<file path="src/rtl/l2_port_arbiter_pkg.sv">
// Shared types and defaults for the L1->L2 request port arbiter.
// Source order doubles as the fixed priority order (lowest index wins).
package l2_port_arbiter_pkg;

  localparam int L2ARB_NUM_SRC       = 4;
  localparam int L2ARB_ADDR_W_DEF    = 32;
  localparam int L2ARB_AGE_LIMIT_DEF = 4;

  typedef enum logic [1:0] {
    SRC_DDIRTY,
    SRC_DREFILL,
    SRC_IREFILL,
    SRC_WB
  } arb_src_e;

  typedef enum logic [1:0] {
    ARB_IDLE,
    ARB_ISSUE,
    ARB_WAIT,
    ARB_DONE
  } arb_state_e;

  function automatic logic src_is_write(arb_src_e s);
    return (s == SRC_DDIRTY) || (s == SRC_WB);
  endfunction

endpackage

</file>
<file path="src/rtl/l2_arb_pick.sv">
// Purpose: combinational winner select, fixed priority with WB age override.
// Latency: zero cycles (pure combinational).
// Backpressure: none; the caller only consumes the result when idle.
module l2_arb_pick
  import l2_port_arbiter_pkg::*;
(
  input  logic [L2ARB_NUM_SRC-1:0] pend,
  input  logic                     age_hit,
  output arb_src_e                 winner,
  output logic                     valid
);

  always_comb begin
    winner = SRC_DDIRTY;
    valid  = |pend;
    if (age_hit && pend[3]) begin
      winner = SRC_WB;
    end else if (pend[0]) begin
      winner = SRC_DDIRTY;
    end else if (pend[1]) begin
      winner = SRC_DREFILL;
    end else if (pend[2]) begin
      winner = SRC_IREFILL;
    end else if (pend[3]) begin
      winner = SRC_WB;
    end
  end

endmodule

</file>
<file path="src/rtl/l2_port_arbiter.sv">
// Purpose: shares the L1->L2 request port among DL1 dirty, DL1 refill, IL1 refill, WB drain.
// Latency: trigger at edge N -> l2_req after edge N+1; l2_done at edge M -> req_done after edge M.
// Backpressure: l2_req and payload hold until l2_ack; triggers stay pending until served.
module l2_port_arbiter
  import l2_port_arbiter_pkg::*;
#(
  parameter int ADDR_W    = L2ARB_ADDR_W_DEF,
  parameter int AGE_LIMIT = L2ARB_AGE_LIMIT_DEF
) (
  input  logic                                   cache_clk,
  input  logic                                   rst_n,
  input  logic [L2ARB_NUM_SRC-1:0]               req_trig,
  input  logic [L2ARB_NUM_SRC-1:0][ADDR_W-1:0]   req_addr,
  output logic                                   l2_req,
  output logic [1:0]                             l2_src,
  output logic                                   l2_write,
  output logic [ADDR_W-1:0]                      l2_addr,
  input  logic                                   l2_ack,
  input  logic                                   l2_done,
  output logic [L2ARB_NUM_SRC-1:0]               req_done,
  output logic                                   arb_busy,
  output logic                                   trig_overrun
);

  localparam int AGE_W = $clog2(AGE_LIMIT + 1);
  localparam logic [AGE_W-1:0] AGE_MAX = AGE_W'(AGE_LIMIT);

  arb_state_e                             state, state_n;
  logic [L2ARB_NUM_SRC-1:0]               pend, pend_n, served, accept, drop;
  logic [L2ARB_NUM_SRC-1:0][ADDR_W-1:0]   addr_q;
  logic [AGE_W-1:0]                       age_cnt, age_n;
  arb_src_e                               src_q, src_n, winner;
  logic                                   pick_vld, finish;
  logic                                   req_n, write_n, busy_n;
  logic [ADDR_W-1:0]                      addr_n;
  logic [L2ARB_NUM_SRC-1:0]               done_n;

  l2_arb_pick u_pick (
    .pend    (pend),
    .age_hit (age_cnt == AGE_MAX),
    .winner  (winner),
    .valid   (pick_vld)
  );

  // A trigger landing on the same edge that retires its source is a fresh request.
  always_comb begin
    served = '0;
    finish = ((state == ARB_WAIT) && l2_done) ||
             ((state == ARB_ISSUE) && l2_ack && l2_done);
    if (finish) served[src_q] = 1'b1;
    accept = req_trig & (~pend | served);
    drop   = req_trig & pend & ~served;
    pend_n = (pend & ~served) | req_trig;
  end

  always_comb begin
    state_n = state;
    req_n   = l2_req;
    src_n   = src_q;
    write_n = l2_write;
    addr_n  = l2_addr;
    busy_n  = arb_busy;
    done_n  = '0;
    age_n   = age_cnt;
    unique case (state)
      ARB_IDLE: begin
        if (pick_vld) begin
          req_n   = 1'b1;
          src_n   = winner;
          write_n = src_is_write(winner);
          addr_n  = addr_q[winner];
          state_n = ARB_ISSUE;
          if (winner == SRC_WB) begin
            age_n = '0;
          end else if (pend[3] && (age_cnt != AGE_MAX)) begin
            age_n = age_cnt + AGE_W'(1);
          end
        end
      end
      ARB_ISSUE: begin
        if (l2_ack) begin
          req_n = 1'b0;
          if (l2_done) begin
            done_n[src_q] = 1'b1;
            state_n       = ARB_DONE;
          end else begin
            busy_n  = 1'b1;
            state_n = ARB_WAIT;
          end
        end
      end
      ARB_WAIT: begin
        if (l2_done) begin
          done_n[src_q] = 1'b1;
          busy_n        = 1'b0;
          state_n       = ARB_DONE;
        end
      end
      ARB_DONE: state_n = ARB_IDLE;
      default:  state_n = ARB_IDLE;
    endcase
  end

  always_ff @(posedge cache_clk or negedge rst_n) begin
    if (!rst_n) begin
      state        <= ARB_IDLE;
      pend         <= '0;
      addr_q       <= '0;
      age_cnt      <= '0;
      src_q        <= SRC_DDIRTY;
      l2_req       <= 1'b0;
      l2_write     <= 1'b0;
      l2_addr      <= '0;
      req_done     <= '0;
      arb_busy     <= 1'b0;
      trig_overrun <= 1'b0;
    end else begin
      state        <= state_n;
      pend         <= pend_n;
      age_cnt      <= age_n;
      src_q        <= src_n;
      l2_req       <= req_n;
      l2_write     <= write_n;
      l2_addr      <= addr_n;
      req_done     <= done_n;
      arb_busy     <= busy_n;
      trig_overrun <= trig_overrun | (|drop);
      for (int i = 0; i < L2ARB_NUM_SRC; i++) begin
        if (accept[i]) addr_q[i] <= req_addr[i];
      end
    end
  end

  assign l2_src = src_q;

endmodule

</file>
<file path="config.mk">
export PLATFORM = sky130hd
export DESIGN_NAME = l2_port_arbiter
export DESIGN_NICKNAME = d
export VERILOG_FILES = /design/src/rtl/l2_port_arbiter_pkg.sv /design/src/rtl/l2_arb_pick.sv /design/src/rtl/l2_port_arbiter.sv
export SDC_FILE = /design/constraint.sdc
export NUM_CORES = 1
export LEC_CHECK = 0
export BUFFER_PORTS_ARGS = -buffer_cell sky130_fd_sc_hd__buf_2
export CORE_MARGIN = 8
export CORE_UTILIZATION = 30
export CTS_CLUSTER_SIZE = 14
export DETAILED_ROUTE_END_ITERATION = 6
export PLACE_DENSITY = 0.58
export SYNTH_ARGS = -nofsm -noshare
export SYNTH_HDL_FRONTEND = slang
export SYNTH_SLANG_ARGS = --single-unit
</file>
<file path="constraint.sdc">
create_clock -name cache_clk -period 2.2 [get_ports cache_clk]
set_input_delay 0.44 -clock cache_clk [delete_from_list [all_inputs] [get_ports cache_clk]]
set_output_delay 0.44 -clock cache_clk [all_outputs]
set_load 0.05 [all_outputs]
</file>
Word level (Yosys, flattened, before mapping)
Index checks and enable logic that the tools add are counted.
Storage, ports and cells
  register bits: 179
  bits of input ports: 136
  logic and storage cells: 84
Cells by class
  $add $sub $neg: 1
  $lt $le $gt $ge: 3
  eq/ne operators: 10
  mux-type cells: 27
  bitwise gates (word level): 9
  reduce and logical (&&, ||, !) cells: 20
Operator list (count)
  $bmux 32 s2: 1
  $mux 32: 1
  $and 4x4->4: 4
  $mux 2: 8
  $mux 4: 3
  $reduce_and 3->1: 3
  $ne 2x2->1 const B: 4
  $not 4->4: 2
  $or 4x4->4: 2
  $pmux 2 s4: 1
  $pmux 4 s2: 1
  $reduce_or 4->1: 2
  $mux 1: 7
  $eq 2x2->1 const B: 3
  $logic_and 1x1->1: 6
  $lt 2x3->1 const B: 2
  $mux 3: 2
  $reduce_bool 2->1: 3
  $logic_not 2->1: 2
  $pmux 1 s2: 2
  $reduce_and 4->1: 1
  $add 3x1->3 const B: 1
  $eq 3x3->1 const B: 1
  $ne 3x3->1 const B: 1
  6 further kinds: 7

Logic depth before layout (Yosys ltp)
  depth after elaboration: 9
  mapped depth: 11
  mapped depth without buffers: 9

By module
From an unflattened synthesis, not the netlist that was laid out.
Unflattened totals
  cell total of the unflattened synthesis: 480
  area total of the unflattened synthesis: 7793.7 µm²
By module, submodules not included
  l2_port_arbiter: times used 1, cells an instance 472, area each 7746.2 µm², sequential area each 4479.3 µm²
  l2_arb_pick: times used 1, cells an instance 8, area each 47.5 µm², sequential area each 0.0 µm²

Worst setup path after synthesis
OpenSTA, ideal clock, no wires.
  path kind: reg-to-reg
  from: register age_cnt[0]
  to: register age_cnt[1]
  library setup time: 0.083 ns
  arrival time: 1.935 ns
  data required time: 2.117 ns
  setup slack: 0.183 ns
  cell stages (with the launch flop): 11
  period minus slack after synthesis: 2.017 ns
  cell sequence: dfrtp_1 inv_1 ha_1 o2bb2ai_1 a2bb2oi_1 buf_4 clkbuf_1 inv_1 ha_1 nand2b_1 o21ai_0
On the way
  longest elaborated chain between the ends: 6
  elaborated cells on any way between the ends: 11
  those cells by class: add/sub: 1; eq/ne: 3; mux: 3; reduce/logical: 4
Ends and longest elaborated chain
  start, declared: RTL line l2_port_arbiter.sv:31  | logic [AGE_W-1:0] age_cnt, age_n;
  start signal, assigned: RTL line l2_port_arbiter.sv:120  | age_cnt <= age_n;
  $eq 3x3->1 (*): RTL line l2_port_arbiter.sv:40  | .age_hit (age_cnt == AGE_MAX),
  $logic_and 1x1->1 (*): RTL line l2_arb_pick.sv:16  | if (age_hit && pend[3]) begin
  $mux 2 (*): RTL line l2_arb_pick.sv:16
  via u_pick.winner[0]: RTL line l2_arb_pick.sv:9  | output arb_src_e winner,
  $eq 2x2->1 (*): RTL line l2_port_arbiter.sv:73  | if (winner == SRC_WB) begin
  $reduce_bool 2->1 (no source line)
  $reduce_and 3->1 (no source line)
The timed path passes the listed nets; every way through them passes the cells marked *. The select of a mux whose other input is x is not followed.
A chain may end at the register's enable or synchronous reset.

Worst setup path after layout
  from: register state[1]
  to: register addr_q[116] (netlist bit)
On the way
  longest elaborated chain between the ends: 7
  elaborated cells on any way between the ends: 9
  those cells by class: eq/ne: 2; mux: 1; bitwise: 2; reduce/logical: 4
Ends and longest elaborated chain
  start, declared: RTL line l2_port_arbiter.sv:28  | arb_state_e state, state_n;
  start signal, assigned: RTL line l2_port_arbiter.sv:118  | state <= state_n;
  $eq 2x1->1: RTL line l2_port_arbiter.sv:49  | ((state == ARB_ISSUE) && l2_ack && l2_done);
  $logic_and 1x1->1 (2 in series): RTL line l2_port_arbiter.sv:49
  $logic_or 1x1->1 (*): RTL line l2_port_arbiter.sv:48  | finish = ((state == ARB_WAIT) && l2_done) ||
  $mux 4 (*): RTL line l2_port_arbiter.sv:50  | if (finish) served[src_q] = 1'b1;
  $or 4x4->4 (*): RTL line l2_port_arbiter.sv:51  | accept = req_trig & (~pend | served);
  $and 4x4->4 (*): RTL line l2_port_arbiter.sv:51
  end signal, assigned by index: RTL line l2_port_arbiter.sv:129  | if (accept[i]) addr_q[i] <= req_addr[i];
  end, declared: RTL line l2_port_arbiter.sv:30  | logic [L2ARB_NUM_SRC-1:0][ADDR_W-1:0] addr_q;
Every way passes the cells marked *; elsewhere a longest branch is shown, timed or not.

==> metrics.txt <==
# TYPE chip_impl_metric gauge
chip_impl_info{name="outcome",value="complete, no violations"} 1
chip_impl_info{name="criticalPathCategory",value="reg -> reg"} 1
chip_impl_metric{name="die_width",unit="um"} 176
chip_impl_metric{name="design.die.area",unit="sq um"} 30900
chip_impl_metric{name="cts_buffer_depth",unit=""} 2
chip_impl_metric{name="detail_route.first_pass.iterations",unit=""} 5
chip_impl_info{name="worstSetupEndpointType",value="register"} 1
chip_impl_metric{name="multi_input_comb_area",unit="sq um"} 2990
chip_impl_metric{name="async_reset_ff_frac",unit=""} 1.00
chip_impl_metric{name="switching_power",unit="uW"} 5690
chip_impl_metric{name="number_of_antenna_violations_at_the_first_check_in_global_routing",unit=""} 4
chip_impl_metric{name="design_power_total",unit="uW"} 14600
chip_impl_metric{name="fin_nets",unit=""} 890
chip_impl_info{name="final_common_cell",value="sky130_fd_sc_hd__dfrtp_1"} 1
chip_impl_metric{name="tritoncts.num_buffers",unit=""} 17
chip_impl_metric{name="number_of_sinks_driven_by_the_clock_tree",unit=""} 179
chip_impl_metric{name="grt_max_degree",unit=""} 58
chip_impl_metric{name="final_global_route_overflow_total",unit=""} 0
chip_impl_metric{name="htree_levels",unit=""} 4
chip_impl_metric{name="final_period_minus_worst_setup_slack",unit="ns"} 2.08
chip_impl_metric{name="slew_headroom",unit=""} 0.652
chip_impl_metric{name="post_route_antenna_net_violation_count",unit=""} 0
chip_impl_metric{name="syn_nets",unit=""} 698
chip_impl_metric{name="postCtsSetupRepairBufs",unit=""} 0
chip_impl_metric{name="timing.max_cap.violations",unit=""} 0
chip_impl_metric{name="synth_edf_count",unit=""} 0
chip_impl_metric{name="arrival",unit="ns"} 2.38
chip_impl_info{name="synth_top_cells_by_area",value="sky130_fd_sc_hd__dfrtp_1 (58%), sky130_fd_sc_hd__mux2_2 (18%), sky130_fd_sc_hd__mux2i_1 (4.2%)"} 1
chip_impl_metric{name="wl_per_cell",unit="um"} 19.6
chip_impl_metric{name="dr_total_vias",unit=""} 5223
chip_impl_metric{name="io_pins",unit=""} 178
chip_impl_metric{name="weighted_congestion_reported_at_the_end_of_routability_driven_placement",unit=""} 0.785
chip_impl_metric{name="clk_transition_reported_paths",unit="ns"} 0.07
chip_impl_metric{name="clk-insertion-delay-late",unit="ns"} 0.43
chip_impl_metric{name="grt_usage",unit=""} 0.140
chip_impl_metric{name="synth.distinct_cells",unit=""} 44
chip_impl_metric{name="detail_route.iter0.violations",unit=""} 271
chip_impl_info{name="startpoint_type",value="register"} 1
chip_impl_metric{name="crit_required",unit="ns"} 2.51
chip_impl_metric{name="synthesis.area",unit="sq um"} 7670
chip_impl_metric{name="finalHoldViolCount",unit=""} 0
chip_impl_metric{name="register_area",unit="sq um"} 4480
chip_impl_metric{name="power_density",unit="nW/um^2"} 1500
chip_impl_metric{name="timing.setup.tns",unit="ns"} 0
chip_impl_metric{name="min_period_over_period",unit=""} 0.944
chip_impl_metric{name="drc",unit=""} 0
chip_impl_metric{name="ys_seq_area_frac",unit=""} 0.584
chip_impl_metric{name="share_of_cells_above_drive_strength_1",unit=""} 0.499
chip_impl_metric{name="skew",unit="ns"} 0.0139
chip_impl_info{name="most-common-layout-cells",value="sky130_fd_sc_hd__dfrtp_1 (179), sky130_fd_sc_hd__buf_2 (176), sky130_fd_sc_hd__mux2_2 (123)"} 1
chip_impl_metric{name="n_fill_cell",unit=""} 2479
chip_impl_metric{name="pwr-share-clk",unit=""} 0.203
chip_impl_metric{name="power.static_leakage",unit="uW"} 0.00460
chip_impl_metric{name="synth-seq-cells",unit=""} 179
chip_impl_info{name="tritoncts",value="yes"} 1
chip_impl_info{name="rsz0062_at_grt",value="false"} 1
chip_impl_metric{name="setup_viol_count_final",unit=""} 0
chip_impl_metric{name="core_area",unit="sq um"} 25100
chip_impl_info{name="netlist.top_cell.by_area",value="sky130_fd_sc_hd__dfrtp_1"} 1
chip_impl_info{name="hold_path.class",value="in -> reg"} 1
chip_impl_metric{name="clock.fmax",unit="GHz"} 0.482
chip_impl_info{name="synth-main-ff-cell",value="sky130_fd_sc_hd__dfrtp_1"} 1
chip_impl_metric{name="layout-area-overhead-vs-synth",unit="%"} 27.6
chip_impl_metric{name="post_synth_inst_count",unit=""} 556
chip_impl_metric{name="logic_pwr_share",unit=""} 0.408
chip_impl_metric{name="vias_per_cell",unit=""} 4.78
chip_impl_metric{name="starting_density_of_the_core",unit=""} 0.305
chip_impl_metric{name="power.switching_fraction",unit=""} 0.389
chip_impl_metric{name="max_slew.worst_pin.slew",unit="ns"} 0.522
chip_impl_metric{name="post_dp_hpwl",unit="um"} 15400
chip_impl_metric{name="power.share.sequential",unit=""} 0.389
chip_impl_metric{name="route.final.wire_length",unit="um"} 21400
chip_impl_metric{name="syn_area_per_cell",unit="sq um"} 13.8
chip_impl_info{name="cts_root_buffer",value="sky130_fd_sc_hd__clkbuf_16"} 1
chip_impl_metric{name="max-vdd-ir-drop",unit="mV"} 0.680
chip_impl_metric{name="power_report.internal_total",unit="uW"} 8940
chip_impl_metric{name="first_global_vias",unit=""} 5809
chip_impl_metric{name="rows",unit=""} 58
chip_impl_metric{name="buffer_ports.inserted",unit=""} 177
chip_impl_metric{name="critical_path_peak_fanout",unit=""} 17
chip_impl_metric{name="final_max_slew_viol_count",unit=""} 0
chip_impl_metric{name="synthDominantCellAreaShare",unit=""} 0.584
chip_impl_metric{name="ys_warn_count",unit=""} 0
chip_impl_metric{name="grt_pass1_wl",unit="um"} 33700
chip_impl_metric{name="die_y",unit="um"} 176
Yosys cell counts, types with 2 or more instances:
cell type,n
sky130_fd_sc_hd__dfrtp_1,179
sky130_fd_sc_hd__mux2_2,123
sky130_fd_sc_hd__nand2_1,45
sky130_fd_sc_hd__mux2i_1,32
sky130_fd_sc_hd__o211ai_1,32
sky130_fd_sc_hd__o221ai_1,32
sky130_fd_sc_hd__buf_2,16
sky130_fd_sc_hd__inv_1,10
sky130_fd_sc_hd__o21ai_0,9
sky130_fd_sc_hd__clkbuf_1,8
sky130_fd_sc_hd__buf_6,6
sky130_fd_sc_hd__ha_1,6
sky130_fd_sc_hd__a21oi_1,5
sky130_fd_sc_hd__mux2_4,5
sky130_fd_sc_hd__a21o_1,4
sky130_fd_sc_hd__buf_4,4
sky130_fd_sc_hd__nor2_1,4
sky130_fd_sc_hd__nand2b_1,3
sky130_fd_sc_hd__a21boi_2,2
sky130_fd_sc_hd__a22o_1,2
sky130_fd_sc_hd__nand3_1,2
sky130_fd_sc_hd__nand4_1,2
sky130_fd_sc_hd__nor3_1,2
sky130_fd_sc_hd__nor4_1,2
sky130_fd_sc_hd__o2bb2ai_1,2
flip-flops by register name, indices dropped and copies added (netlist names), 2 cells and up:
name / flops
addr_q: 128
age_cnt: 3
l2_addr: 32
l2_src: 2
pend: 4
req_done: 4
state: 2
metal layers:
metal / vias up / track usage / wire length [um]
li1: 2448 / - / -
met1: 2606 / 0.179 / 9700
met2: 146 / 0.226 / 10100
met3: 17 / 0.0464 / 1340
met4: 6 / 0.0283 / 240
met5: - / 0 / 37
area by class of cell:
class	instances	area share
Tap cell	330	0.0422
Antenna cell	2	0.000512
Inverter	11	0.00422
Timing Repair Buffer	209	0.132
Clock buffer	17	0.0435
Sequential cell	179	0.458
Multi-Input combinational cell	330	0.306
Clock inverter	15	0.0142
worst max-delay path, cell delays in order, from the launching register on:
cell                       delay [ns]
sky130_fd_sc_hd__dfrtp_1         0.39
sky130_fd_sc_hd__inv_1           0.10
sky130_fd_sc_hd__ha_1            0.25
sky130_fd_sc_hd__a21o_1          0.18
sky130_fd_sc_hd__nand4_1         0.20
sky130_fd_sc_hd__a21boi_4        0.27
sky130_fd_sc_hd__buf_12          0.20
sky130_fd_sc_hd__mux2_2          0.35
cell families (layout without fill, tap and decap cells):
family | after synthesis | count (layout) | synth area share
mux | 160 | 160 | 0.232
simple gates | 63 | 63 | 0.0352
xor+xnor | 2 | 2 | 0.00228
other cells | 0 | 2 | 0
flops | 179 | 179 | 0.584
fa+ha+maj | 6 | 6 | 0.00979
buf+inv | 47 | 252 | 0.0348
compound gates | 99 | 99 | 0.102
power groups by stage:
stage | combinational (uW) | clock (uW) | sequential (uW)
finish | 5970 | 2970 | 5700
global route | 6460 | 3170 | 5910
CTS | 6060 | 3050 | 5710
detailed placement | 6060 | 0 | 5770
global placement | 5930 | 0 | 5740
floorplan | 3260 | 0 | 6600
per-stage QoR:
step	worst slack (ns)	hold slack, ns	area, sq um	cells	utilization
after global placement	0.182	0.429	9200	1058	0.366
final	0.123	0.239	9780	1093	0.390
after global routing	0.0230	0.222	9780	1092	0.390
after CTS	0.127	0.216	9770	1091	0.389
after detailed placement	0.138	0.432	9200	1058	0.366
after floorplan	0.183	0.144	7670	556	-
final timing paths:
check | startpoint | slack [ns] | cells past startpoint | endpoint
setup / recovery | state[1]$_DFFE_PN0P_ | 0.12 | 7 | addr_q[116]$_DFFE_PN0P_
hold / removal | req_addr[119] | 0.24 | 2 | addr_q[119]$_DFFE_PN0P_
setup reg to reg | state[1]$_DFFE_PN0P_ | 0.12 | 7 | addr_q[116]$_DFFE_PN0P_
hold reg to reg | l2_addr[4]$_DFFE_PN0P_ | 0.49 | 2 | l2_addr[4]$_DFFE_PN0P_
max in group asynchronous | rst_n | 1.00 | 3 | addr_q[110]$_DFFE_PN0P_
min in group asynchronous | rst_n | 0.53 | 2 | req_done[0]$_DFF_PN0_
repair_timing:
action | 4_1_cts | 5_1_grt
hold endpoints to repair | 45 | 0
hold buffers | 1 | 0
resized for setup | 0 | 1
endpoints found under the setup margin | 0 | 4
Power figures use the tool's default switching activity.
